`src/rtl/clock_freq_monitor_if.sv`:
```
`default_nettype none
// ============================================================================
// Module   : clock_freq_monitor_if
// Brief    : Control and result bundle for one clock frequency monitor.
// Revision : 1.0 - initial release
// ============================================================================
interface clock_freq_monitor_if #(
    parameter int CNT_WIDTH = 20
);
    logic                 enable;
    logic                 meas_toggle;
    logic [CNT_WIDTH-1:0] count_out;
    logic                 count_valid;
    logic                 freq_ok;
    logic                 freq_low;
    logic                 freq_high;
    logic                 stuck;

    // master: the monitor itself; slave: the status/health consumer
    modport master (
        input  enable, meas_toggle,
        output count_out, count_valid, freq_ok, freq_low, freq_high, stuck
    );

    modport slave (
        output enable, meas_toggle,
        input  count_out, count_valid, freq_ok, freq_low, freq_high, stuck
    );
endinterface
`default_nettype wire

```
`src/rtl/clock_freq_monitor.sv`:
```
`default_nettype none
// ============================================================================
// Module   : clock_freq_monitor
// Brief    : Counts edges of an asynchronous toggle over a fixed clk_125mhz
//            window and classifies the rate. FREQ_MON_HYST_EN filters freq_ok.
// Revision : 1.0 - initial release
// ============================================================================
module clock_freq_monitor #(
    parameter int GATE_CYCLES = 125000,
    parameter int CNT_WIDTH   = 20,
    parameter int EXPECT_MIN  = 0,
    parameter int EXPECT_MAX  = 2**CNT_WIDTH - 1,
    parameter int SYNC_STAGES = 3
) (
    input  wire logic            clk_125mhz,
    input  wire logic            rst_n,
    clock_freq_monitor_if.master mon
);

    localparam int                   c_gate_w    = $clog2(GATE_CYCLES);
    localparam logic [c_gate_w-1:0]  c_gate_last = c_gate_w'(GATE_CYCLES - 1);
    localparam logic [CNT_WIDTH:0]   c_exp_min   = (CNT_WIDTH + 1)'(EXPECT_MIN);
    localparam logic [CNT_WIDTH:0]   c_exp_max   = (CNT_WIDTH + 1)'(EXPECT_MAX);

    localparam logic [1:0] c_st_idle   = 2'd0;
    localparam logic [1:0] c_st_gate   = 2'd1;
    localparam logic [1:0] c_st_report = 2'd2;

    logic [SYNC_STAGES-1:0] r_sync;
    logic                   r_sync_d;
    logic                   w_edge;

    logic [1:0]             r_state;
    logic [1:0]             w_state_next;
    logic                   w_in_gate;
    logic                   w_in_report;

    logic [c_gate_w-1:0]    r_gate_cnt;
    logic [CNT_WIDTH-1:0]   r_edge_cnt;
    logic [CNT_WIDTH:0]     w_cnt_ext;
    logic                   w_low;
    logic                   w_high;
    logic                   w_in_range;

    logic [CNT_WIDTH-1:0]   r_count_out;
    logic                   r_count_valid;
    logic                   r_freq_ok;
    logic                   r_freq_low;
    logic                   r_freq_high;
    logic                   r_stuck;

    // Only the first stage ever samples the raw asynchronous toggle.
    always_ff @(posedge clk_125mhz or negedge rst_n) begin
        if (!rst_n) begin
            r_sync   <= '0;
            r_sync_d <= 1'b0;
        end else begin
            r_sync   <= {r_sync[SYNC_STAGES-2:0], mon.meas_toggle};
            r_sync_d <= r_sync[SYNC_STAGES-1];
        end
    end

    assign w_edge = r_sync[SYNC_STAGES-1] ^ r_sync_d;

    always_ff @(posedge clk_125mhz or negedge rst_n) begin
        if (!rst_n) begin
            r_state <= c_st_idle;
        end else begin
            r_state <= w_state_next;
        end
    end

    always_comb begin
        w_state_next = c_st_idle;
        case (r_state)
            c_st_idle:   w_state_next = mon.enable ? c_st_gate : c_st_idle;
            c_st_gate: begin
                if (!mon.enable) begin
                    w_state_next = c_st_idle;
                end else if (r_gate_cnt == c_gate_last) begin
                    w_state_next = c_st_report;
                end else begin
                    w_state_next = c_st_gate;
                end
            end
            c_st_report: w_state_next = mon.enable ? c_st_gate : c_st_idle;
            default:     w_state_next = c_st_idle;
        endcase
    end

    always_comb begin
        w_in_gate   = 1'b0;
        w_in_report = 1'b0;
        case (r_state)
            c_st_gate:   w_in_gate   = 1'b1;
            c_st_report: w_in_report = 1'b1;
            default:     ;
        endcase
    end

    // Counters run only while the window continues; abort and report both clear.
    always_ff @(posedge clk_125mhz or negedge rst_n) begin
        if (!rst_n) begin
            r_gate_cnt <= '0;
            r_edge_cnt <= '0;
        end else begin
            if (w_in_gate && (w_state_next == c_st_gate)) begin
                r_gate_cnt <= r_gate_cnt + c_gate_w'(1);
            end else begin
                r_gate_cnt <= '0;
            end

            if (w_in_gate && (w_state_next != c_st_idle)) begin
                if (w_edge && !(&r_edge_cnt)) begin
                    r_edge_cnt <= r_edge_cnt + CNT_WIDTH'(1);
                end
            end else begin
                r_edge_cnt <= '0;
            end
        end
    end

    assign w_cnt_ext  = {1'b0, r_edge_cnt};
    assign w_low      = (w_cnt_ext < c_exp_min);
    assign w_high     = (w_cnt_ext > c_exp_max);
    assign w_in_range = !w_low && !w_high;

    always_ff @(posedge clk_125mhz or negedge rst_n) begin
        if (!rst_n) begin
            r_count_out   <= '0;
            r_count_valid <= 1'b0;
            r_freq_low    <= 1'b0;
            r_freq_high   <= 1'b0;
            r_stuck       <= 1'b0;
        end else begin
            r_count_valid <= w_in_report;
            if (w_in_report) begin
                r_count_out <= r_edge_cnt;
                r_freq_low  <= w_low;
                r_freq_high <= w_high;
                r_stuck     <= (r_edge_cnt == '0);
            end
        end
    end

`ifdef FREQ_MON_HYST_EN
    logic [1:0] r_hyst_cnt;

    // Counts consecutive reports that disagree with the current freq_ok.
    always_ff @(posedge clk_125mhz or negedge rst_n) begin
        if (!rst_n) begin
            r_freq_ok  <= 1'b0;
            r_hyst_cnt <= 2'd0;
        end else if (w_in_report) begin
            if (w_in_range == r_freq_ok) begin
                r_hyst_cnt <= 2'd0;
            end else if (r_hyst_cnt == 2'd1) begin
                r_freq_ok  <= w_in_range;
                r_hyst_cnt <= 2'd0;
            end else begin
                r_hyst_cnt <= r_hyst_cnt + 2'd1;
            end
        end
    end
`else
    always_ff @(posedge clk_125mhz or negedge rst_n) begin
        if (!rst_n) begin
            r_freq_ok <= 1'b0;
        end else if (w_in_report) begin
            r_freq_ok <= w_in_range;
        end
    end
`endif

    assign mon.count_out   = r_count_out;
    assign mon.count_valid = r_count_valid;
    assign mon.freq_ok     = r_freq_ok;
    assign mon.freq_low    = r_freq_low;
    assign mon.freq_high   = r_freq_high;
    assign mon.stuck       = r_stuck;

endmodule
`default_nettype wire

```
`src/flat_wrapper.sv`:
```
// flat-port wrapper written by rule: the top's interface ports become plain ports
module clock_freq_monitor_flat 
#(
    parameter int GATE_CYCLES = 125000,
    parameter int CNT_WIDTH   = 20,
    parameter int EXPECT_MIN  = 0,
    parameter int EXPECT_MAX  = 2**CNT_WIDTH - 1,
    parameter int SYNC_STAGES = 3
)
  (clk_125mhz, rst_n, mon_enable, mon_meas_toggle, mon_count_out, mon_count_valid, mon_freq_ok, mon_freq_low, mon_freq_high, mon_stuck);
  clock_freq_monitor_if #(.CNT_WIDTH(CNT_WIDTH)) mon_i ();
  input  wire logic clk_125mhz;
  input  wire logic rst_n;
  input wire logic [$bits(mon_i.enable)-1:0] mon_enable;
  input wire logic [$bits(mon_i.meas_toggle)-1:0] mon_meas_toggle;
  output wire logic [$bits(mon_i.count_out)-1:0] mon_count_out;
  output wire logic [$bits(mon_i.count_valid)-1:0] mon_count_valid;
  output wire logic [$bits(mon_i.freq_ok)-1:0] mon_freq_ok;
  output wire logic [$bits(mon_i.freq_low)-1:0] mon_freq_low;
  output wire logic [$bits(mon_i.freq_high)-1:0] mon_freq_high;
  output wire logic [$bits(mon_i.stuck)-1:0] mon_stuck;
  assign mon_i.enable = mon_enable;
  assign mon_i.meas_toggle = mon_meas_toggle;
  assign mon_count_out = mon_i.count_out;
  assign mon_count_valid = mon_i.count_valid;
  assign mon_freq_ok = mon_i.freq_ok;
  assign mon_freq_low = mon_i.freq_low;
  assign mon_freq_high = mon_i.freq_high;
  assign mon_stuck = mon_i.stuck;
  clock_freq_monitor #(.GATE_CYCLES(GATE_CYCLES), .CNT_WIDTH(CNT_WIDTH), .EXPECT_MIN(EXPECT_MIN), .EXPECT_MAX(EXPECT_MAX), .SYNC_STAGES(SYNC_STAGES)) u_core (.clk_125mhz(clk_125mhz), .rst_n(rst_n), .mon(mon_i));
endmodule
```
`config.mk`:
```
export PLATFORM = sky130hd
export DESIGN_NAME = clock_freq_monitor_flat
export DESIGN_NICKNAME = d
export VERILOG_FILES = /design/src/rtl/clock_freq_monitor_if.sv /design/src/rtl/clock_freq_monitor.sv /design/src/flat_wrapper.sv
export SDC_FILE = /design/constraint.sdc
export NUM_CORES = 1
export LEC_CHECK = 0
export CORE_ASPECT_RATIO = 1.75
export CORE_MARGIN = 2
export CORE_UTILIZATION = 55
export CTS_BUF_LIST = sky130_fd_sc_hd__clkbuf_8
export DETAILED_ROUTE_END_ITERATION = 8
export GPL_TIMING_DRIVEN = 0
export PLACE_DENSITY = 0.82
export SLEW_MARGIN = 20
export SYNTH_ARGS = -nofsm -noshare
export SYNTH_HDL_FRONTEND = slang
export SYNTH_SLANG_ARGS = --single-unit
```
`constraint.sdc`:
```
create_clock -name clk_125mhz -period 2.3 [get_ports clk_125mhz]
set_input_delay 0.23 -clock clk_125mhz [delete_from_list [all_inputs] [get_ports clk_125mhz]]
set_output_delay 0.23 -clock clk_125mhz [all_outputs]
set_load 0.01 [all_outputs]
```
==> results.ini, run 1 <==
[drt]
wirelength_um = 5885
via_count = 2224
dr.pass1.iters = 4
drt_iter0_drc = 74
avgRoutedWirePerCell_um = 14.57
ant_nets = 0
via_per_inst = 5.505
drc = 0

[logic_synthesis]
ys_warn_count = 0
synth.area.top_cells = dfrtp_1 (54%), mux2_2 (5.8%), xnor2_1 (5.7%), nor2_1 (4.3%), nand2_1 (2.9%)
synthFlopType = dfrtp_1
syn-instance-count = 284
async_flop_share = 1.000
ys_types = 43
syn_area_per_cell_um2 = 10.88
yosysTopAreaCell = dfrtp_1
syn_area_um2 = 3090
yosysTopAreaCellShare = 0.5425
syn_nets = 291
ys_seq_elements = 67
synth_edf_count = 0
ys_seq_area_frac = 0.5425

[power]
p_leak_nw = 1.617
p_sw_frac = 0.2129
switchingPower_w = 0.0004528
clkPwrFrac = 0.405
p_int_w = 0.001674
p_per_area_nw_per_um2 = 580.7
comb_power_share = 0.034
pwr-share-seq = 0.561
ir_drop_mv = 0.6232

[critical_path]
cp.required_ns = 2.50
start_kind = flop
critical_path.endpoint = u_core.r_gate_cnt[12]
r2r-end = u_core.r_gate_cnt[12]
crit_path_max_fanout = 10
path_class = reg2reg
reg2regPathDepth = 7
arrival_ns = 2.27
crit_start = u_core.r_gate_cnt[0]
critPathCaptureType = flop
reg2reg_from = u_core.r_gate_cnt[0]
r2r_setup_slack_ns = 0.23

[final_layout]
final_util = 0.6664
multiInputGateArea_um2 = 1329
final_cell_mix = dfrtp_1 (67), nor2_1 (35), clkdlybuf4s50_1 (26), nand2_1 (24), xnor2_1 (20)
seq_area_um2 = 1677
area_delta_synth_final_pct = 18.50
antennaDiodeCount = 0
drive_above_1_share = 0.1402
nets = 331
stdcell_count = 404
fillCellCount = 438
layout_commonest_cell = dfrtp_1

[clocking]
ctsRootBufferMaster = clkbuf_8
cts_tree = done
insertion_delay_ns = 0.33
cts.htree.levels = 3
cts_buffer_depth = 2
cts-buffers-inserted = 9
ctsResizeCount = 0
path_clk_slew_ns = 0.06
cts_sinks = 67

[placement]
port_buffers = 27
place_ws_ns = 0.2225
dp.cells = 388
gp_congestion = 0.8591
hpwl_um = 4366

[grt]
grt_pass1_vias = 2256
grt_util_all_layers = 0.2189
grt_max_degree = 40
grt_pass1_wl_um = 10120
grt_remaining_overflow = 0
antenna_found_initial = 0

[timing]
max-slew-margin-rel = 0.5897
hold_violations = 0
setup_viol = 0
fin_crit_ns = 2.070
fin_crit_sh = 0.9001
fin_ws_ns = 0.2299
fmax_mhz = 483.1
fin_skew_ns = 0.008356
rsz0062_at_grt = false
maxSlewViolCount = 0
hold-worst-slack_ns = 0.3373
tightest_slew_ns = 0.6154

[flow_run]
drv_cap = 0

[floorplanning]
rows = 36
fp.coreArea_um2 = 5495
io-pin-count = 29
die_h_um = 103.2
start_util = 0.5624
die_width_um = 60.67
dieArea_um2 = 6258

[min_path]
worstHoldPathType = in2reg

[outcome]
status = completed

==> per-stage QoR <==
step	total power (W)	instance area (um^2)	setup TNS (ns)
finish	0.002127	3662	0
global route	0.002213	3662	0
CTS	0.002155	3662	0
detailed placement	0.001287	3473	0
global placement	0.001281	3456	-72.18
floorplan	0.001244	3090	0
==> Yosys cell counts (2+ instances only) <==
library cell and instances:
nand4_1 12, nor2_1 35, ha_1 3, and2_1 3, dfrtp_1 67, nor4_1 7, mux2_2 16, nor3_1 4
and3_1 8, nor4_2 2, a211oi_1 6, nor4b_1 3, nand2_1 24, o21ai_0 4, a31oi_1 2, a21oi_1 7
clkbuf_1 9, xnor2_1 20, nand2b_1 4, a2111oi_2 2, xor2_1 9, inv_1 5, nand3_1 9, buf_2 4
==> flip-flops by register name, summed over array words and instances (netlist names) <==
| register | cells |
|---|---|
| u_core.mon.stuck | 1 |
| u_core.r_sync | 3 |
| u_core.r_state | 2 |
| u_core.mon.count_out | 20 |
| u_core.mon.count_valid | 1 |
| u_core.r_edge_cnt | 20 |
| u_core.r_gate_cnt | 17 |
| u_core.mon.freq_high | 1 |
| u_core.r_sync_d | 1 |
| u_core.mon.freq_ok | 1 |
==> critical path: stages (launching register included) <==
cell and delay [ns]:
dfrtp_1 0.38, ha_1 0.22, nand2_1 0.14, nor3b_1 0.22, nand4_1 0.24, nand2_1 0.26, clkbuf_1 0.38, nor2_1 0.10
==> how the worst min path moves through the flow <==
| stage | startpoint | end | cells past startpoint |
|---|---|---|---|
| 6_report | mon_meas_toggle | u_core.r_sync[0] | 1 |
| 4_1_cts | mon_meas_toggle | u_core.r_sync[0] | 1 |
| 3_3_place_gp | u_core.r_sync[1] | u_core.r_sync[2] | 0 |
| 5_1_grt | mon_meas_toggle | u_core.r_sync[0] | 1 |
| 2_1_floorplan | rst_n | u_core.mon.count_out[0] | 0 |
| 3_5_place_dp | rst_n | u_core.mon.freq_high | 1 |
==> area by class of cell <==
type                    instances  share of cell area
clock inverters                 3            0.003758
clock buffers                  12             0.04510
multi-input cells             197              0.3628
well taps                      76             0.02597
repair buffers                 29             0.08131
flip-flops and latches         67              0.4578
inverters                       5            0.005125
plain buffers                  15             0.01811
==> power groups by stage <==
stage	registers (W)	clock network (W)	logic, W
finish	0.00119	0.000862	0.0000720
global route	0.00119	0.000937	0.0000830
CTS	0.00119	0.000888	0.0000743
detailed placement	0.00121	0	0.0000726
global placement	0.00121	0	0.0000674
floorplan	0.00121	0	0.0000307
==> routing by layer <==
metal | GRT usage | vias up | share of wire
met2 | 0.3871 | 44 | 0.57
met4 | 0.1070 | 0 | 0.021
li1 | - | 1068 | -
met3 | 0.05395 | 9 | 0.030
met1 | 0.2352 | 1103 | 0.38
met5 | 0 | - | 0
==> timing repair <==
action | in CTS | in global routing
buffers inserted | 0 | 0
hold endpoints to repair | 28 | 0
hold buffers | 1 | 0
==> cells by family after synthesis <==
group                    Yosys count  synth area share
AND/OR/NAND/NOR                  120            0.2097
AO/OA/AOI/OAI                     27           0.06113
multiplexers                      16           0.05830
adder cells (fa/ha/maj)            3           0.01215
flip-flops                        67            0.5425
other                              1          0.001213
buffers and inverters             20           0.02753
XOR/XNOR                          30           0.08745
(Power assumes the default switching activity.)
==> inputs of run 2 (changes only) <==
--- a/config.mk
+++ b/config.mk
@@ -5,10 +5,10 @@
 export SDC_FILE = /design/constraint.sdc
 export NUM_CORES = 1
 export LEC_CHECK = 0
+export ABC_CLOCK_PERIOD_IN_PS = 2300
 export CORE_ASPECT_RATIO = 1.75
 export CORE_MARGIN = 2
 export CORE_UTILIZATION = 55
-export CTS_BUF_LIST = sky130_fd_sc_hd__clkbuf_8
 export DETAILED_ROUTE_END_ITERATION = 8
 export GPL_TIMING_DRIVEN = 0
 export PLACE_DENSITY = 0.82
==> results.ini, run 2 (synthesis gave the netlist of run 1 again) <==
[flow_run]
drv_cap = 0  ; unchanged

[timing]
setup_viol = 0  ; unchanged
tightest_slew_ns = 0.6154  ; unchanged
fin_ws_ns = 0.2301  ; +0.0002930 ns
fin_skew_ns = 0.008356  ; unchanged
fin_crit_sh = 0.8999  ; about the same
hold_violations = 0  ; unchanged
fmax_mhz = 483.1  ; about the same
max-slew-margin-rel = 0.5897  ; unchanged
fin_crit_ns = 2.070  ; -0.0002930 ns
rsz0062_at_grt = false
maxSlewViolCount = 0  ; unchanged

[critical_path]
cp.required_ns = 2.50  ; about the same
critPathCaptureType = flop
path_class = reg2reg
arrival_ns = 2.27  ; about the same
crit_path_max_fanout = 10  ; unchanged
start_kind = flop

[clocking]
cts_buffer_depth = 2  ; unchanged
cts-buffers-inserted = 9  ; unchanged
ctsRootBufferMaster = clkbuf_8
insertion_delay_ns = 0.33  ; about the same
cts_tree = done
cts.htree.levels = 3  ; unchanged
path_clk_slew_ns = 0.06  ; about the same
cts_sinks = 67  ; unchanged
ctsResizeCount = 0  ; unchanged

[grt]
grtUsageMet1 = 0.2352  ; unchanged
met2_usage = 0.3871  ; unchanged
grt_pass1_wl_um = 10120  ; unchanged
grt_remaining_overflow = 0  ; unchanged
grt_pass1_vias = 2256  ; unchanged
grt_util_all_layers = 0.2189  ; unchanged
grt_busiest_layer = met2
antenna_found_initial = 0  ; unchanged
grt_max_degree = 40  ; unchanged
grtUsageMet3 = 0.05395  ; unchanged

[final_layout]
drive_above_1_share = 0.1402  ; unchanged
layout_commonest_cell = dfrtp_1
final_cell_mix = dfrtp_1 (67), nor2_1 (35), clkdlybuf4s50_1 (26), nand2_1 (24), xnor2_1 (20)
area_delta_synth_final_pct = 18.50  ; unchanged
fillCellCount = 438  ; unchanged
antennaDiodeCount = 0  ; unchanged
nets = 331  ; unchanged
design_area_um2 = 3662  ; unchanged

[floorplanning]
start_util = 0.5624  ; unchanged
fp.coreArea_um2 = 5495  ; unchanged
die_h_um = 103.2  ; unchanged
die_width_um = 60.67  ; unchanged
dieArea_um2 = 6258  ; unchanged
io-pin-count = 29  ; unchanged
rows = 36  ; unchanged

[drt]
drc = 0  ; unchanged
avgRoutedWirePerCell_um = 14.57  ; unchanged
ant_nets = 0  ; unchanged
drt_iter0_drc = 74  ; unchanged
via_per_inst = 5.505  ; unchanged
via_count = 2224  ; unchanged
dr.pass1.iters = 4  ; unchanged
wirelength_um = 5885  ; unchanged

[placement]
place_ws_ns = 0.2225  ; unchanged
gp_congestion = 0.8591  ; unchanged
port_buffers = 27  ; unchanged
dpl_cell_area_um2 = 3473  ; unchanged
hpwl_um = 4366  ; unchanged

[power]
p_leak_nw = 1.613  ; -0.26%
p_per_area_nw_per_um2 = 581.8  ; +0.20%
ir_drop_mv = 0.6232  ; unchanged
power.total_w = 0.002131  ; +0.20%

[min_path]
worstHoldPathType = in2reg

[outcome]
status = completed

## run 2: worst max-delay path, cell delays in order (launching register included)
cell	delay, ns
dfrtp_1	0.38
ha_1	0.22
nand2_1	0.14
nor3b_1	0.22
nand4_1	0.24
nand2_1	0.26
clkbuf_1	0.38
nor2_1	0.10
## run 2: routing by layer
layer / wire [um] / share of wire
met1: 2252 / 0.38
met3: 178 / 0.030
met4: 126 / 0.021
met5: 0 / 0
met2: 3327 / 0.57
## run 2: repair_timing
item,in CTS,in global routing
buffers inserted,0,0
hold endpoints to repair,28,0
hold buffers,1,0
## run 2: layout make-up
type | instances | area, um^2 | share of cell area
buffer | 15 | 66.31 | 0.01811
clock inverter | 2 | 10.01 | 0.002733
clock buffer | 13 | 168.9 | 0.04612
inverter | 5 | 18.77 | 0.005125
timing repair buffer | 29 | 297.8 | 0.08131
tap | 76 | 95.09 | 0.02597
multi-input combinational | 197 | 1329 | 0.3628
sequential | 67 | 1677 | 0.4578
## run 2: metrics by stage
stage                       util  setup TNS (ns)  std cells  hold WS, ns
after floorplan                -               0        284     -0.06559
after global placement    0.6289          -72.18        387       0.3326
after detailed placement  0.6321               0        388       0.1687
after CTS                 0.6664               0        404       0.3217
after global routing      0.6664               0        404       0.3223
final                     0.6664               0        404       0.3376
## run 2: report_power, final
group	switching, W	internal (W)	total, W
clock network	0.000396	0.000470	0.000866
registers	0.00000621	0.00119	0.00119
logic	0.0000502	0.0000218	0.0000720
## run 2: worst paths after layout
path,from,to,slack [ns],cells after the start
setup / recovery,u_core.r_gate_cnt[0],u_core.r_gate_cnt[12],0.23,7
hold / removal,mon_meas_toggle,u_core.r_sync[0],0.34,1
setup reg to reg,u_core.r_gate_cnt[0],u_core.r_gate_cnt[12],0.23,7
hold reg to reg,u_core.r_sync[1],u_core.r_sync[2],0.35,0
max in group asynchronous,rst_n,u_core.r_gate_cnt[11],1.43,3
min in group asynchronous,rst_n,u_core.mon.freq_ok,0.35,2
